===== config.mk =====
export PLATFORM = sky130hd
export DESIGN_NAME = regfile_access_ctrl
export DESIGN_NICKNAME = d
export VERILOG_FILES = /design/src/rtl/regfile_pkg.sv /design/src/rtl/regfile_wait_cnt.sv /design/src/rtl/regfile_access_ctrl.sv
export SDC_FILE = /design/constraint.sdc
export NUM_CORES = 1
export LEC_CHECK = 0
export BUFFER_PORTS_ARGS = -buffer_cell sky130_fd_sc_hd__buf_2
export CORE_UTILIZATION = 43
export CTS_CLUSTER_SIZE = 16
export DETAILED_ROUTE_END_ITERATION = 7
export HOLD_SLACK_MARGIN = 0.1
export PLACE_DENSITY = 0.79
export RECOVER_POWER = 100
export SLEW_MARGIN = 20
export SYNTH_ARGS = -nofsm -noshare
export SYNTH_HDL_FRONTEND = slang
export SYNTH_SLANG_ARGS = --single-unit

===== constraint.sdc =====
create_clock -name sysclk -period 1.6 [get_ports sysclk]
set_clock_uncertainty 0.2 [all_clocks]
set_input_delay 0.32 -clock sysclk [delete_from_list [all_inputs] [get_ports sysclk]]
set_output_delay 0.32 -clock sysclk [all_outputs]
set_load 0.02 [all_outputs]

===== src/rtl/regfile_pkg.sv =====
// regfile_pkg
// Shared definitions for the register-file access controller:
//   - DATA_W_DEFAULT : default register width
//   - READ_LAT_MAX   : largest read latency the wait counter can hold
//   - CNT_W          : width of the read-latency wait counter
//   - state_e        : controller state encoding (VERIFY exists only when
//                      REGFILE_CTRL_VERIFY_EN is defined)
package regfile_pkg;

    localparam int unsigned DATA_W_DEFAULT = 8;
    localparam int unsigned READ_LAT_MAX   = 15;
    localparam int unsigned CNT_W          = 4;

    typedef enum logic [2:0] {
        ST_IDLE      = 3'd0,
        ST_WRITE     = 3'd1,
        ST_READ_WAIT = 3'd2,
        ST_RESP      = 3'd3
`ifdef REGFILE_CTRL_VERIFY_EN
        ,
        ST_VERIFY    = 3'd4
`endif
    } state_e;

endpackage


===== src/rtl/regfile_wait_cnt.sv =====
// regfile_wait_cnt
// Loadable 4-bit down-counter that times the register-file read latency.
// It stops at zero and reports it through a flag.
//   sysclk   : clock, rising edge
//   reset    : synchronous, active-high; clears the count
//   load     : load load_val (takes priority over dec)
//   load_val : value to load
//   dec      : decrement by one when the count is non-zero
//   zero     : count is zero
module regfile_wait_cnt
    import regfile_pkg::*;
(
    input  logic             sysclk,
    input  logic             reset,
    input  logic             load,
    input  logic [CNT_W-1:0] load_val,
    input  logic             dec,
    output logic             zero
);

    logic [CNT_W-1:0] count_q;
    logic [CNT_W-1:0] count_d;

    always_comb begin
        count_d = count_q;
        if (load) begin
            count_d = load_val;
        end else if (dec && (count_q != '0)) begin
            count_d = count_q - 1'b1;
        end
    end

    always_ff @(posedge sysclk) begin
        if (reset) begin
            count_q <= '0;
        end else begin
            count_q <= count_d;
        end
    end

    assign zero = (count_q == '0);

endmodule


===== src/rtl/regfile_access_ctrl.sv =====
// regfile_access_ctrl
// Initiator-side sequencer for the register-file port. It accepts one
// read or write command at a time and drives the register-file control
// lines. For reads it waits READ_LAT cycles and captures read0/read1. It
// returns exactly one response per command. All outputs are registered.
//
// Optional feature: when the macro REGFILE_CTRL_VERIFY_EN is defined, each
// write is read back through read0. rsp_err then flags a mismatch against
// the written data. Without the macro, rsp_err is tied to 0.
//
// Ports:
//   sysclk, reset            : clock (rising edge), synchronous active-high reset
//   cmd_valid/cmd_ready      : command handshake
//   cmd_write                : 1 = write, 0 = read
//   cmd_wsel, cmd_rsel       : write target / read select
//   cmd_data                 : write data
//   rsp_valid/rsp_ready      : response handshake
//   rsp_read0, rsp_read1     : captured read data
//   rsp_err                  : write-verify mismatch
//   rf_w, rf_rw, rf_wsel,
//   rf_rsel                  : register-file control lines
//   rf_read0, rf_read1       : register-file read data
module regfile_access_ctrl
    import regfile_pkg::*;
#(
    parameter int unsigned DATA_W   = DATA_W_DEFAULT,
    parameter int unsigned READ_LAT = 1
) (
    input  logic              sysclk,
    input  logic              reset,
    input  logic              cmd_valid,
    output logic              cmd_ready,
    input  logic              cmd_write,
    input  logic              cmd_wsel,
    input  logic [1:0]        cmd_rsel,
    input  logic [DATA_W-1:0] cmd_data,
    output logic              rsp_valid,
    input  logic              rsp_ready,
    output logic [DATA_W-1:0] rsp_read0,
    output logic [DATA_W-1:0] rsp_read1,
    output logic              rsp_err,
    output logic [DATA_W-1:0] rf_w,
    output logic              rf_rw,
    output logic              rf_wsel,
    output logic [1:0]        rf_rsel,
    input  logic [DATA_W-1:0] rf_read0,
    input  logic [DATA_W-1:0] rf_read1
);

    // Latencies beyond what the 4-bit counter can hold are clamped.
    localparam logic [CNT_W-1:0] LAT_LOAD =
        (READ_LAT > READ_LAT_MAX) ? CNT_W'(READ_LAT_MAX) : CNT_W'(READ_LAT);

    state_e state_q, state_d;

    logic              cmd_ready_q, cmd_ready_d;
    logic              rsp_valid_q, rsp_valid_d;
    logic [DATA_W-1:0] rsp_read0_q, rsp_read0_d;
    logic [DATA_W-1:0] rsp_read1_q, rsp_read1_d;
    logic [DATA_W-1:0] rf_w_q, rf_w_d;
    logic              rf_rw_q, rf_rw_d;
    logic              rf_wsel_q, rf_wsel_d;
    logic [1:0]        rf_rsel_q, rf_rsel_d;
`ifdef REGFILE_CTRL_VERIFY_EN
    logic              rsp_err_q, rsp_err_d;
`endif

    logic accept;
    logic cnt_load;
    logic cnt_dec;
    logic cnt_zero;

    assign accept = (state_q == ST_IDLE) && cmd_valid && cmd_ready_q;

    // The wait counter is shared by the read wait and the write verify.
    always_comb begin
        cnt_load = accept && !cmd_write;
        cnt_dec  = (state_q == ST_READ_WAIT);
`ifdef REGFILE_CTRL_VERIFY_EN
        cnt_load = cnt_load || (state_q == ST_WRITE);
        cnt_dec  = cnt_dec  || (state_q == ST_VERIFY);
`endif
    end

    regfile_wait_cnt u_wait_cnt (
        .sysclk   (sysclk),
        .reset    (reset),
        .load     (cnt_load),
        .load_val (LAT_LOAD),
        .dec      (cnt_dec),
        .zero     (cnt_zero)
    );

    // State register
    always_ff @(posedge sysclk) begin
        if (reset) begin
            state_q <= ST_IDLE;
        end else begin
            state_q <= state_d;
        end
    end

    // Next-state logic
    always_comb begin
        state_d = state_q;
        case (state_q)
            ST_IDLE: begin
                if (accept) begin
                    state_d = cmd_write ? ST_WRITE : ST_READ_WAIT;
                end
            end
            ST_WRITE: begin
`ifdef REGFILE_CTRL_VERIFY_EN
                state_d = ST_VERIFY;
`else
                state_d = ST_RESP;
`endif
            end
            ST_READ_WAIT: begin
                if (cnt_zero) begin
                    state_d = ST_RESP;
                end
            end
`ifdef REGFILE_CTRL_VERIFY_EN
            ST_VERIFY: begin
                if (cnt_zero) begin
                    state_d = ST_RESP;
                end
            end
`endif
            ST_RESP: begin
                if (rsp_ready) begin
                    state_d = ST_IDLE;
                end
            end
            default: state_d = ST_IDLE;
        endcase
    end

    // Output logic: all outputs are registered. The handshake flags follow
    // the next state, so each flag is asserted in the same cycle the FSM
    // enters the matching state.
    always_comb begin
        cmd_ready_d = (state_d == ST_IDLE);
        rsp_valid_d = (state_d == ST_RESP);
        rf_rw_d     = (state_d == ST_WRITE);
        rsp_read0_d = rsp_read0_q;
        rsp_read1_d = rsp_read1_q;
        rf_w_d      = rf_w_q;
        rf_wsel_d   = rf_wsel_q;
        rf_rsel_d   = rf_rsel_q;
`ifdef REGFILE_CTRL_VERIFY_EN
        rsp_err_d   = rsp_err_q;
`endif

        // rf_w/rf_wsel double as the latched write command. rf_rsel doubles
        // as the latched read select. Each only changes when it is in use.
        if (accept) begin
            if (cmd_write) begin
                rf_w_d    = cmd_data;
                rf_wsel_d = cmd_wsel;
            end else begin
                rf_rsel_d = cmd_rsel;
            end
        end

        case (state_q)
            ST_WRITE: begin
`ifdef REGFILE_CTRL_VERIFY_EN
                rf_rsel_d   = {1'b0, rf_wsel_q};
`else
                rsp_read0_d = '0;
                rsp_read1_d = '0;
`endif
            end
            ST_READ_WAIT: begin
                if (cnt_zero) begin
                    rsp_read0_d = rf_read0;
                    rsp_read1_d = rf_read1;
`ifdef REGFILE_CTRL_VERIFY_EN
                    rsp_err_d   = 1'b0;
`endif
                end
            end
`ifdef REGFILE_CTRL_VERIFY_EN
            ST_VERIFY: begin
                if (cnt_zero) begin
                    rsp_read0_d = rf_read0;
                    rsp_read1_d = rf_read1;
                    rsp_err_d   = (rf_read0 != rf_w_q);
                end
            end
`endif
            default: ;
        endcase
    end

    always_ff @(posedge sysclk) begin
        if (reset) begin
            cmd_ready_q <= 1'b0;
            rsp_valid_q <= 1'b0;
            rsp_read0_q <= '0;
            rsp_read1_q <= '0;
            rf_w_q      <= '0;
            rf_rw_q     <= 1'b0;
            rf_wsel_q   <= 1'b0;
            rf_rsel_q   <= '0;
`ifdef REGFILE_CTRL_VERIFY_EN
            rsp_err_q   <= 1'b0;
`endif
        end else begin
            cmd_ready_q <= cmd_ready_d;
            rsp_valid_q <= rsp_valid_d;
            rsp_read0_q <= rsp_read0_d;
            rsp_read1_q <= rsp_read1_d;
            rf_w_q      <= rf_w_d;
            rf_rw_q     <= rf_rw_d;
            rf_wsel_q   <= rf_wsel_d;
            rf_rsel_q   <= rf_rsel_d;
`ifdef REGFILE_CTRL_VERIFY_EN
            rsp_err_q   <= rsp_err_d;
`endif
        end
    end

    assign cmd_ready = cmd_ready_q;
    assign rsp_valid = rsp_valid_q;
    assign rsp_read0 = rsp_read0_q;
    assign rsp_read1 = rsp_read1_q;
    assign rf_w      = rf_w_q;
    assign rf_rw     = rf_rw_q;
    assign rf_wsel   = rf_wsel_q;
    assign rf_rsel   = rf_rsel_q;
`ifdef REGFILE_CTRL_VERIFY_EN
    assign rsp_err   = rsp_err_q;
`else
    assign rsp_err   = 1'b0;
`endif

endmodule


# After elaboration in Yosys (flattened, before gate mapping)
# Cells that the tools add are included.
# Widths: inputs -> output; s select.
# totals
regBits,37
latchBits,0
ramBits,0
mem_bits_ro,0
in_bits,32
out_inout_bits,31
mem_count,0
# op_classes
add_sub_neg,1
multipliers,0
div_mod_pow,0
magnitude_cmp,0
eq_ne,6
shift,0
mux,11
bitwise_logic,1
n_reduce_logical,15
# op_table
operator,n
$pmux 8 s2,2
$mux 8,2
$pmux 3 s4,1
$eq 3x2->1 const B,3
$mux 3,3
$eq 3x1->1 const B,2
$logic_not 3->1,2
$reduce_and 2->1,3
$logic_and 1x1->1,4
$logic_not 4->1,1
$reduce_bool 2->1,2
$reduce_bool 4->1,1
$sub 4x1->4 const B,1
$mux 1,2
$mux 2,1
$ne 2x2->1 const B,1
$reduce_or 2->1,1
$logic_not 1->1,1
$not 1->1,1

# Logic depth before layout (Yosys ltp)
# logic_depth
word_depth,6
ltp_mapped,6

# Modules after synthesis
# A second synthesis with hierarchy kept.
# unflattened
cells_unflattened,149
area_unflattened_um2,1544.0
# modules_own_cells
module,instances,cells_per_inst,area_each_um2
regfile_access_ctrl,1,120,1281.2
regfile_wait_cnt,1,29,262.8

# Worst setup path after synthesis
# Ideal clock, no wire load.
# synth_path
path_type,register -> register
startpoint,reg cmd_ready_q (netlist: cmd_ready)
endpoint,reg rsp_valid_q (netlist: rsp_valid)
arrival_time_ps,1350
path_slack_ps,-46
stages_incl_launch_ff,5
path_buffers,1
synth_period_minus_slack_ps,1646
cell_sequence,dfxtp_1 > and4b_1 > clkbuf_1 > a21oi_1 > a221oi_1
# synth_between
elab_chain_len,4
# synth_lines
item,line,source
"start, declared",regfile_access_ctrl.sv:56,"logic cmd_ready_q, cmd_ready_d;"
"start signal, assigned",regfile_access_ctrl.sv:212,cmd_ready_q <= cmd_ready_d;
$logic_and 1x1->1,regfile_access_ctrl.sv:73,assign accept = (state_q == ST_IDLE) && cmd_valid && cmd_ready_q;
$mux 3,regfile_access_ctrl.sv:108,if (accept) begin
$pmux 3 s4,regfile_access_ctrl.sv:106,case (state_q)
$eq 3x2->1,regfile_access_ctrl.sv:145,rsp_valid_d = (state_d == ST_RESP);
"end signal, assigned",regfile_access_ctrl.sv:213,rsp_valid_q <= rsp_valid_d;
"end, declared",regfile_access_ctrl.sv:57,"logic rsp_valid_q, rsp_valid_d;"
# No other way between the ends.
# A chain may end at the register's enable or synchronous reset.

# Worst setup path after layout
# layout_path
startpoint,reg state_q[1]
endpoint,reg u_wait_cnt.count_q[2]
# layout_between
elab_chain_len,5
# layout_lines
item,line,source
"start, declared",regfile_access_ctrl.sv:54,"state_e state_q, state_d;"
"start signal, assigned",regfile_access_ctrl.sv:99,state_q <= state_d;
$logic_not 3->1,regfile_access_ctrl.sv:73,
$logic_and 1x1->1 (2 in series),regfile_access_ctrl.sv:73,
$logic_and 1x1->1,regfile_access_ctrl.sv:77,cnt_load = accept && !cmd_write;
$reduce_or 2->1 (no source line),--,
"end signal, assigned",regfile_wait_cnt.sv:37,count_q <= count_d;
"end, declared",regfile_wait_cnt.sv:21,logic [CNT_W-1:0] count_q;
# Parallel ways exist; a longest one is shown, timed or not.

==> results_dict.tcl <==
set metrics [dict create \
    first_iter_violations 101 \
    portBuffers 61 \
    avgSynthCellArea_sq_um 8.907 \
    viasPerCell 5.046 \
    numCtsBuffers 5 \
    slew_violations 0 \
    p_sw_frac 0.2476 \
    syn2layout_area_growth_pct 53.73 \
    clock_power_share 0.292 \
    start_util 0.4615 \
    p_int_w 0.001283 \
    rows 21 \
    nets 315 \
    power.total_w 0.001706 \
    overflow 0 \
    use_met1 0.2246 \
    required_ns 1.68 \
    cts_tree "yes" \
    synth.area.top_cells "dfxtp_1, mux2i_1, nand2_1, a21oi_1, o21ai_0" \
    hold-path-cell-count 3 \
    timing.hold.ws_ns 0.1711 \
    gr-max-usage-layer "met2" \
    clockBufferDepth 2 \
    p_sw_w 0.0004223 \
    cp_slowest_stage_delay_ns 0.40 \
    io_pins 63 \
    pwr-share-seq 0.557 \
    p_leak_nw 1.018 \
    end_kind "register" \
    cp.arrival_ns 1.66 \
    combPwrFrac 0.151 \
    min_path_type "in -> reg" \
    slowest_stage "dfxtp_4" \
    peakVddDrop_v 0.0004027 \
    totalWireLength_microns 4291 \
    syn-cell-area_sq_um 1577 \
    h-tree-depth 2 \
    cts_root_buf "clkbuf_4" \
    final-setup-viol-count 0 \
    status "finished clean" \
    rsz0062_at_grt "true" \
    final_hold_viol_count 0 \
    path_max_fanout 9 \
    clk_pin_slew_ns 0.10 \
    synth_cell_types 35 \
    antenna_found_initial 0 \
    die_y_microns 62.55 \
    maxCapViolations 0 \
    firstDrtPassIters 4 \
    place_congestion 0.7989 \
    min_period_ns 1.578 \
    syn_inst 177 \
    crit_chain "or3b_4, or4_1, a21oi_1" \
    grt_start_max_net_pins 17 \
    core_sq_um 3416 \
    insertedDiodeCount 0 \
    synth.yosys.seq_area_share 0.4698 \
    synth-seq-cells 37 \
    cts_sinks 37 \
    crit_type "reg -> reg" \
    yosysWarnings 0 \
    clk_latency_ns 0.34 \
    power.density_nw_per_um2 703.7 \
    ant_nets 0 \
    wl_per_cell_microns 13.08 \
    grt_pass1_vias 1601 \
    min_period_over_period 0.9863 \
    start_kind "register" \
    hpwl_microns 2517 \
    post-route-util 0.7095 \
    drive_above_1_share 0.2766 \
    use_met2 0.4334 \
    yosysTopAreaCellShare 0.4698 \
    r2r_cells 3 \
    synth_area_leader_cell "dfxtp_1" \
    grt.total_usage 0.2235 \
    via_count 1655 \
    met3_usage 0.04562 \
    die_w_microns 62.55 \
    remaining_drc_errors 0 \
    fmax_mhz 633.7 \
    grt_pass1_wl_microns 6886 \
    dieArea_sq_um 3913 \
]
state kept, by name, summed over array words and instances, names as in the netlist:
| name | flops |
|---|---|
| rsp_valid | 1 |
| rf_rsel | 2 |
| state_q | 3 |
| rf_wsel | 1 |
| rsp_read1 | 8 |
| rsp_read0 | 8 |
| rf_rw | 1 |
| u_wait_cnt.count_q | 4 |
| cmd_ready | 1 |
| rf_w | 8 |
kinds of logic (layout without fill, tap and decap cells):
kind of cell               Yosys count  in the layout  synth area share
DFF                                 37             37            0.4698
muxes                               16             16            0.1016
adders and majority gates            1              1          0.007935
buffers and inverters               18            122           0.05238
other                                1              2          0.002379
AOI/OAI and AO/OA                   40             40            0.1429
and+or+nand+nor                     64             64            0.2230
cell usage after synthesis, drive strengths merged:
library cell,n
mux2i,16
or3b,2
nor2,2
a21oi,19
o21ba,1
inv,4
conb,1
or4,1
buf,8
and4b,1
nor3b,3
and3b,1
a31oi,1
clkinv,1
nand4bb,1
or2,1
and4bb,1
o21ai,14
o2111ai,1
nand3,12
a21o,1
nor4b,2
dfxtp,37
a221oi,1
a221o,1
clkbuf,5
nor4bb,1
nand4b,1
a311oi,1
ha,1
nand2,35
power groups by stage:
stage,clock [W],sequential [W],combinational (W)
after floorplan,0,0.000976,0.0000941
after global placement,0,0.000969,0.000185
after detailed placement,0,0.000970,0.000187
after CTS,0.000506,0.000950,0.000248
after global routing,0.000552,0.000952,0.000276
final,0.000498,0.000949,0.000258
path summary, 6_finish.rpt:
kind	startpoint	to	slack, ns
max	state_q[1]	u_wait_cnt.count_q[2]	0.02
min reg2reg	rsp_read1[1]	rsp_read1[1]	0.27
max reg2reg	state_q[1]	u_wait_cnt.count_q[2]	0.02
min	reset	rf_rw	0.17
layout make-up:
class                      count  area, sq um
clock buffer                   7        55.05
fill                         300        992.2
sequential                    37        752.0
inverter                       5        18.77
timing repair buffer         110        728.2
multi-input combinational    123        812.0
tap                           46        57.56
what timing repair did:
action	4_1_cts	5_1_grt
endpoints found under the setup margin	12	28
endpoints found under the hold margin	31	0
buffers inserted	0	2
gates cloned	1	0
resized for setup	13	10
hold buffers	28	0
pin swaps	1	2
cell usage in the layout, fill, tap and decap left out, types with 3 or more instances in the layout:
master         Yosys  routed
nand3_1           12      12
buf_6              0       3
dlygate4sd3_1      0      28
mux2i_1           16      16
nand2_1           35      35
dfxtp_2            0       3
o21ai_0           14      14
clkbuf_4           0       5
clkbuf_1           5      30
buf_2              6      32
buf_4              2      16
a21oi_1           19      17
dfxtp_1           37      32
stage by stage:
stage / setup slack (ns) / setup TNS, ns / std cells / instance area [sq um]
floorplan: 0.008831 / 0 / 178 / 1582
global placement: -0.006025 / -0.04852 / 290 / 2031
detailed placement: -0.04772 / -0.4073 / 290 / 2031
CTS: 0.01075 / 0 / 326 / 2417
global route: -0.03034 / -0.1167 / 328 / 2424
finish: 0.02190 / 0 / 328 / 2424
critical path: cells and delay by family (launching register included):
family	cells	cell delay, ns
AO/OA/AOI/OAI	1	0.12
flip-flops	1	0.40
AND/OR/NAND/NOR	2	0.79
per-layer routing:
metal / share of wire / vias to the layer above
met5: 0 / -
li1: - / 826
met2: 0.53 / 49
met1: 0.41 / 772
met3: 0.047 / 8
met4: 0.015 / 0
Power figures use the tool's default switching activity.
